===== config.mk =====
export PLATFORM = sky130hd
export DESIGN_NAME = alert_dispatcher
export DESIGN_NICKNAME = d
export VERILOG_FILES = /design/src/rtl/alert_pkg.sv /design/src/rtl/level_qualifier.sv /design/src/rtl/alert_dispatcher.sv
export SDC_FILE = /design/constraint.sdc
export NUM_CORES = 1
export LEC_CHECK = 0
export ABC_CLOCK_PERIOD_IN_PS = 2200
export BUFFER_PORTS_ARGS = -buffer_cell sky130_fd_sc_hd__buf_2
export CAP_MARGIN = 20
export CELL_PAD_IN_SITES_DETAIL_PLACEMENT = 1
export CELL_PAD_IN_SITES_GLOBAL_PLACEMENT = 2
export CORE_ASPECT_RATIO = 0.75
export CORE_MARGIN = 2
export CORE_UTILIZATION = 35
export CTS_CLUSTER_SIZE = 30
export DETAILED_ROUTE_END_ITERATION = 8
export PLACE_DENSITY_LB_ADDON = 0.1
export SYNTH_ARGS = -nofsm -noshare
export SYNTH_HDL_FRONTEND = slang
export SYNTH_HIERARCHICAL = 1
export SYNTH_SLANG_ARGS = --single-unit

===== constraint.sdc =====
create_clock -name clk -period 2.2 [get_ports clk]
set_clock_uncertainty 0.2 [all_clocks]
set_input_delay 0.44 -clock clk [delete_from_list [all_inputs] [get_ports clk]]
set_output_delay 0.44 -clock clk [all_outputs]
set_load 0.005 [all_outputs]

===== src/rtl/alert_pkg.sv =====
// Shared definitions for the alert dispatcher: FSM encoding, alert codes,
// default timing parameters and the source-priority encoder.
package alert_pkg;

  typedef enum logic [1:0] {
    ST_IDLE     = 2'd0,
    ST_ALERT    = 2'd1,
    ST_ESCALATE = 2'd2,
    ST_GAP      = 2'd3
  } state_t;

  localparam logic [2:0] CODE_NONE      = 3'd0;
  localparam logic [2:0] CODE_FALL      = 3'd1;
  localparam logic [2:0] CODE_BPM       = 3'd2;
  localparam logic [2:0] CODE_TEMP_HIGH = 3'd3;
  localparam logic [2:0] CODE_TEMP_LOW  = 3'd4;
  localparam logic [2:0] CODE_MEDICINE  = 3'd5;

  localparam int unsigned ESC_CYCLES_DEF   = 30_000_000;
  localparam int unsigned DEB_CYCLES_DEF   = 8;
  localparam int unsigned BLINK_CYCLES_DEF = 250_000;

  // Pending bit i maps to alert code i+1; lower bit index wins.
  function automatic logic [2:0] top_code(input logic [4:0] pend);
    logic [2:0] code;
    code = CODE_NONE;
    if (pend[0])      code = CODE_FALL;
    else if (pend[1]) code = CODE_BPM;
    else if (pend[2]) code = CODE_TEMP_HIGH;
    else if (pend[3]) code = CODE_TEMP_LOW;
    else if (pend[4]) code = CODE_MEDICINE;
    return code;
  endfunction

endpackage


===== src/rtl/level_qualifier.sv =====
// Debounce + one-shot: fires once when a level has been high for DEB_CYCLES
// consecutive samples, and re-arms only after the level returns to 0.
module level_qualifier
  import alert_pkg::*;
#(
  parameter int unsigned DEB_CYCLES = DEB_CYCLES_DEF
) (
  input  logic clk,
  input  logic reset,
  input  logic level,
  output logic fire
);

  localparam int CW = $clog2(DEB_CYCLES + 1);

  logic [CW-1:0] count_reg;
  logic          fired_reg;

  assign fire = level && !fired_reg && (count_reg == CW'(DEB_CYCLES - 1));

  always_ff @(posedge clk or negedge reset) begin
    if (!reset) begin
      count_reg <= '0;
      fired_reg <= 1'b0;
    end else if (!level) begin
      count_reg <= '0;
      fired_reg <= 1'b0;
    end else if (!fired_reg) begin
      if (fire) begin
        count_reg <= '0;
        fired_reg <= 1'b1;
      end else begin
        count_reg <= count_reg + 1'b1;
      end
    end
  end

endmodule


===== src/rtl/alert_dispatcher.sv =====
// Collects alert sources into sticky pending bits and presents the most
// urgent one to the caregiver, escalating when it goes unacknowledged.
module alert_dispatcher
  import alert_pkg::*;
#(
  parameter int unsigned ESC_CYCLES   = ESC_CYCLES_DEF,
  parameter int unsigned DEB_CYCLES   = DEB_CYCLES_DEF,
  parameter int unsigned BLINK_CYCLES = BLINK_CYCLES_DEF
) (
  input  logic       clk,
  input  logic       reset,
  input  logic       fall_alarm,
  input  logic       bpm_state,
  input  logic       temp_high,
  input  logic       temp_low,
  input  logic       medicine_reminder,
  input  logic       caregiver_ack,
  output logic       alert_valid,
  output logic [2:0] alert_code,
  output logic       escalate,
  output logic       buzzer,
  output logic [4:0] pending
);

  localparam int TW = $clog2(ESC_CYCLES) + 1;
  localparam int BW = $clog2(BLINK_CYCLES + 1);

  state_t        state_reg;
  logic [2:0]    code_reg;
  logic          valid_reg;
  logic          esc_reg;
  logic          buzz_reg;
  logic [TW-1:0] timer_reg;
  logic [BW-1:0] blink_reg;
  logic [4:0]    pending_reg;
  logic [4:0]    pending_next;
  logic          armed_reg;
  logic          fall_prev_reg;
  logic          med_prev_reg;
  logic          ack_block_reg;

  logic [2:0] levels;
  logic [2:0] level_fire;
  logic       fall_rise;
  logic       med_rise;
  logic [4:0] set_bits;
  logic [4:0] clr_bits;
  logic       ack_ok;

  assign levels = {temp_low, temp_high, bpm_state};

  genvar gi;
  generate
    for (gi = 0; gi < 3; gi++) begin : g_level
      level_qualifier #(
        .DEB_CYCLES(DEB_CYCLES)
      ) u_level_qualifier (
        .clk  (clk),
        .reset(reset),
        .level(levels[gi]),
        .fire (level_fire[gi])
      );
    end
  endgenerate

  // armed_reg masks the first sample after reset so levels already high
  // at release are not mistaken for rising edges.
  assign fall_rise = armed_reg && fall_alarm && !fall_prev_reg;
  assign med_rise  = armed_reg && medicine_reminder && !med_prev_reg;
  assign set_bits  = {med_rise, level_fire, fall_rise};

  assign ack_ok = caregiver_ack && !ack_block_reg &&
                  ((state_reg == ST_ALERT) || (state_reg == ST_ESCALATE));

  always_comb begin
    clr_bits = '0;
    if (ack_ok) begin
      case (code_reg)
        CODE_FALL:      clr_bits[0] = 1'b1;
        CODE_BPM:       clr_bits[1] = 1'b1;
        CODE_TEMP_HIGH: clr_bits[2] = 1'b1;
        CODE_TEMP_LOW:  clr_bits[3] = 1'b1;
        CODE_MEDICINE:  clr_bits[4] = 1'b1;
        default:        clr_bits = '0;
      endcase
    end
  end

  // A new event on the source being cleared keeps its bit set.
  assign pending_next = (pending_reg & ~clr_bits) | set_bits;

  always_ff @(posedge clk or negedge reset) begin
    if (!reset) begin
      armed_reg     <= 1'b0;
      fall_prev_reg <= 1'b0;
      med_prev_reg  <= 1'b0;
      pending_reg   <= '0;
      ack_block_reg <= 1'b0;
    end else begin
      armed_reg     <= 1'b1;
      fall_prev_reg <= fall_alarm;
      med_prev_reg  <= medicine_reminder;
      pending_reg   <= pending_next;
      if (!caregiver_ack)
        ack_block_reg <= 1'b0;
      else if (ack_ok)
        ack_block_reg <= 1'b1;
    end
  end

  always_ff @(posedge clk or negedge reset) begin
    if (!reset) begin
      state_reg <= ST_IDLE;
      code_reg  <= CODE_NONE;
      valid_reg <= 1'b0;
      esc_reg   <= 1'b0;
      buzz_reg  <= 1'b0;
      timer_reg <= '0;
      blink_reg <= '0;
    end else begin
      case (state_reg)
        ST_IDLE: begin
          if (|pending_reg) begin
            state_reg <= ST_ALERT;
            code_reg  <= top_code(pending_reg);
            valid_reg <= 1'b1;
            esc_reg   <= 1'b0;
            buzz_reg  <= (top_code(pending_reg) != CODE_MEDICINE);
            timer_reg <= '0;
            blink_reg <= '0;
          end
        end
        ST_ALERT, ST_ESCALATE: begin
          if (ack_ok) begin
            state_reg <= ST_GAP;
            code_reg  <= CODE_NONE;
            valid_reg <= 1'b0;
            esc_reg   <= 1'b0;
            buzz_reg  <= 1'b0;
            timer_reg <= '0;
            blink_reg <= '0;
          end else if (pending_reg[0] && (code_reg != CODE_FALL)) begin
            state_reg <= ST_ALERT;
            code_reg  <= CODE_FALL;
            esc_reg   <= 1'b0;
            buzz_reg  <= 1'b1;
            timer_reg <= '0;
            blink_reg <= '0;
          end else begin
            if (timer_reg != {TW{1'b1}})
              timer_reg <= timer_reg + 1'b1;
            if (state_reg == ST_ALERT) begin
              if (timer_reg == TW'(ESC_CYCLES - 1)) begin
                state_reg <= ST_ESCALATE;
                esc_reg   <= 1'b1;
                buzz_reg  <= 1'b1;
                blink_reg <= '0;
              end
            end else if (blink_reg == BW'(BLINK_CYCLES - 1)) begin
              blink_reg <= '0;
              buzz_reg  <= !buzz_reg;
            end else begin
              blink_reg <= blink_reg + 1'b1;
            end
          end
        end
        ST_GAP: begin
          state_reg <= ST_IDLE;
        end
        default: begin
          state_reg <= ST_IDLE;
        end
      endcase
    end
  end

  assign alert_valid = valid_reg;
  assign alert_code  = code_reg;
  assign escalate    = esc_reg;
  assign buzzer      = buzz_reg;
  assign pending     = pending_reg;

endmodule


==> reports/results.ini <==
[worst_setup_path]
r2r-start = alert_code[2]
cp.required_ns = 2.25
crit_type = reg2reg
worstPathArrival_ns = 2.36
cp_max_fo = 10
end_kind = flip-flop
rr_endpoint = blink_reg[10]
startpoint = alert_code[2]
r2r_slack_ns = -0.11
cp-start-kind = flip-flop
ff2ff_path_depth = 6

[global_routing]
track_usage = 0.211
grt_overflow = 0
grt_max_degree = 41
antenna_found_initial = 0
grt_pass1_vias = 4102
grt_pass1_wl_um = 21400

[timing]
setup_ws_ns = -0.111
fin_crit_sh = 1.05
fin_hold_ws_ns = 0.0235
final_hold_viol_count = 0
fin_crit_ns = 2.31
grt_setup_unrepaired = true
finalMaxSlewViolations = 0
relSlewSlack = 0.620
max_freq_mhz = 433
setup_viol = 21
tightest_slew_ns = 0.570
fin_setup_tns_ns = -1.53

[synth]
netlist-cell-type-count = 60
yosys_warnings = 6
async_flop_share = 1.00
synth_edf_count = 0
postSynthRegisterBits = 76
avgSynthCellArea_um2 = 9.32
synth_top_area_share = 0.454
yosys-top-cells-area = dfrtp_1 (45%), o21ai_0 (5.5%), nand2_1 (4.2%)
synth_ff_type = dfrtp_1
synth_area_um2 = 4190
synth_fp_nets = 466
syn_inst = 449
synth_seq_area_share = 0.454
yosysTopAreaCell = dfrtp_1

[detailed_routing]
post-route-drc-count = 0
vias_per_cell = 5.48
drt-initial-drc-count = 200
first_pass_iters = 4
wl_um = 12700
wire_per_inst_um = 17.9
dr_total_vias = 3902
ant_nets = 0

[clock_network]
cts_sinks = 76
tritoncts = built
htree_levels = 3
cts.root.buffer_cell = clkbuf_16
clkLatencyLatePin_ns = 0.34
cts_buffers = 9
clock_path_buffers = 2
clk_pin_slew_ns = 0.06

[hold_path]
whs_endpoint = med_prev_reg
holdPathStages = 1
hp-start = medicine_reminder
hold_class = in2reg

[placement]
hpwlAfterDp_um = 8560
place_ws_ns = -0.141
port_buffers = 18
gp_congestion = 0.798
dpl_cell_area_um2 = 4970

[power]
p_per_area_nw_per_um2 = 1130
total_power_mw = 6.42
vdd_drop_max_mv = 0.504
p_leak_nw = 2.55

[flow_run]
max_cap_violations = 0

[final_layout]
antenna_cells = 0
drive_gt1_frac = 0.322
synthToLayoutAreaGrowth_pct = 36.2
seq_area_um2 = 1900
multi_input_comb_area_um2 = 2470
fin_area_um2 = 5700
fin_nets = 562
fillers = 1313
largest_reg_flops = 26

[floorplanning]
die_x_um = 130
design.die.area_um2 = 12900
start_util = 0.360
die_h_um = 98.7
num_rows = 34
coreArea_um2 = 11600
ios = 19

[status]
status = complete, but fails checks
violations = negative setup slack

layer usage:
layer / GRT usage / vias up / routed length, um / part of all wire
met3: 0.0461 / 7 / 331 / 0.026
li1: - / 1866 / - / -
met1: 0.308 / 1972 / 6540 / 0.51
met4: 0.0579 / 0 / 108 / 0.0085
met2: 0.318 / 57 / 5740 / 0.45
met5: 0 / - / 0 / 0
cell families after synthesis:
| family | count (synthesis) | synth area share |
|---|---|---|
| AND/OR/NAND/NOR | 185 | 0.240 |
| AO/OA/AOI/OAI | 141 | 0.223 |
| flip-flops | 76 | 0.454 |
| buffers and inverters | 25 | 0.0266 |
| adder cells (fa/ha/maj) | 9 | 0.0269 |
| XOR/XNOR | 6 | 0.0126 |
| multiplexers | 6 | 0.0152 |
| other | 1 | 0.000896 |
timing repair:
item	4_1_cts	5_1_grt
pin swaps	12	12
gates resized for setup	33	45
hold buffers	1	0
gates cloned	2	2
endpoints found under the hold margin	37	0
buffers inserted	4	6
setup endpoints to repair	45	46
cells in the final DEF, fill, tap and decap left out, types with 4 or more instances in the layout:
cell type	instances
nand3_1	19
and2_1	13
a22o_1	5
nand2_1	45
buf_2	17
o21ai_2	9
nand4b_1	5
o31ai_1	14
a21oi_1	19
buf_12	4
a31oi_1	10
inv_1	5
o21ai_0	24
buf_4	74
ha_1	9
buf_6	4
o21ai_1	20
nand3b_1	4
nor2b_1	13
dfrtp_1	75
o31ai_2	8
clkbuf_16	9
nor2_1	26
and3_1	9
nand4_1	6
cell usage after synthesis, types with 4 or more instances:
library cell,number
nor2b_1,13
nand3_1,23
and4_1,5
nand2b_1,4
ha_1,9
o21ai_1,7
a22o_1,5
nand2_1,47
o31ai_1,22
nand4b_1,5
and2_1,13
dfrtp_1,76
nand3b_1,4
and3_1,12
nand4_1,6
a21oi_1,20
o21ai_0,46
o41ai_1,4
nor4_1,4
clkbuf_1,14
inv_1,6
a31oi_1,12
nor2_1,28
critical path, cell delays in order (launching register included):
cell	delay (ns)
dfrtp_1	0.39
or3b_4	0.44
a2111oi_4	0.43
o21ai_2	0.13
or2_1	0.25
buf_6	0.16
o31ai_2	0.21
cell type report:
type | count | share of cell area
inverters | 6 | 0.00395
multi-input cells | 352 | 0.434
flip-flops and latches | 76 | 0.334
repair buffers | 100 | 0.136
clock buffers | 10 | 0.0419
clock inverters | 6 | 0.0151
well taps | 162 | 0.0355
through the flow:
stage | std cells | util
finish | 712 | 0.491
global route | 712 | 0.491
CTS | 704 | 0.470
detailed placement | 681 | 0.428
global placement | 681 | 0.428
floorplan | 449 | -
power breakdown:
part | leakage, nW | internal (mW) | switching [mW]
registers | 1.02 | 1.54 | 0.124
clock network | 0.159 | 1.03 | 0.625
logic | 1.37 | 1.29 | 1.81
how the worst max path moves through the flow:
stage	to	slack, ns	cells after the start
6_report	blink_reg[10]	-0.11	6
5_1_grt	blink_reg[3]	-0.19	6
4_1_cts	state_reg[0]	-0.08	6
3_5_place_dp	blink_reg[9]	-0.14	6
3_3_place_gp	blink_reg[2]	-0.1	6
2_1_floorplan	blink_reg[4]	-0.07	7
No activity file was read; power rests on OpenSTA's default activity.
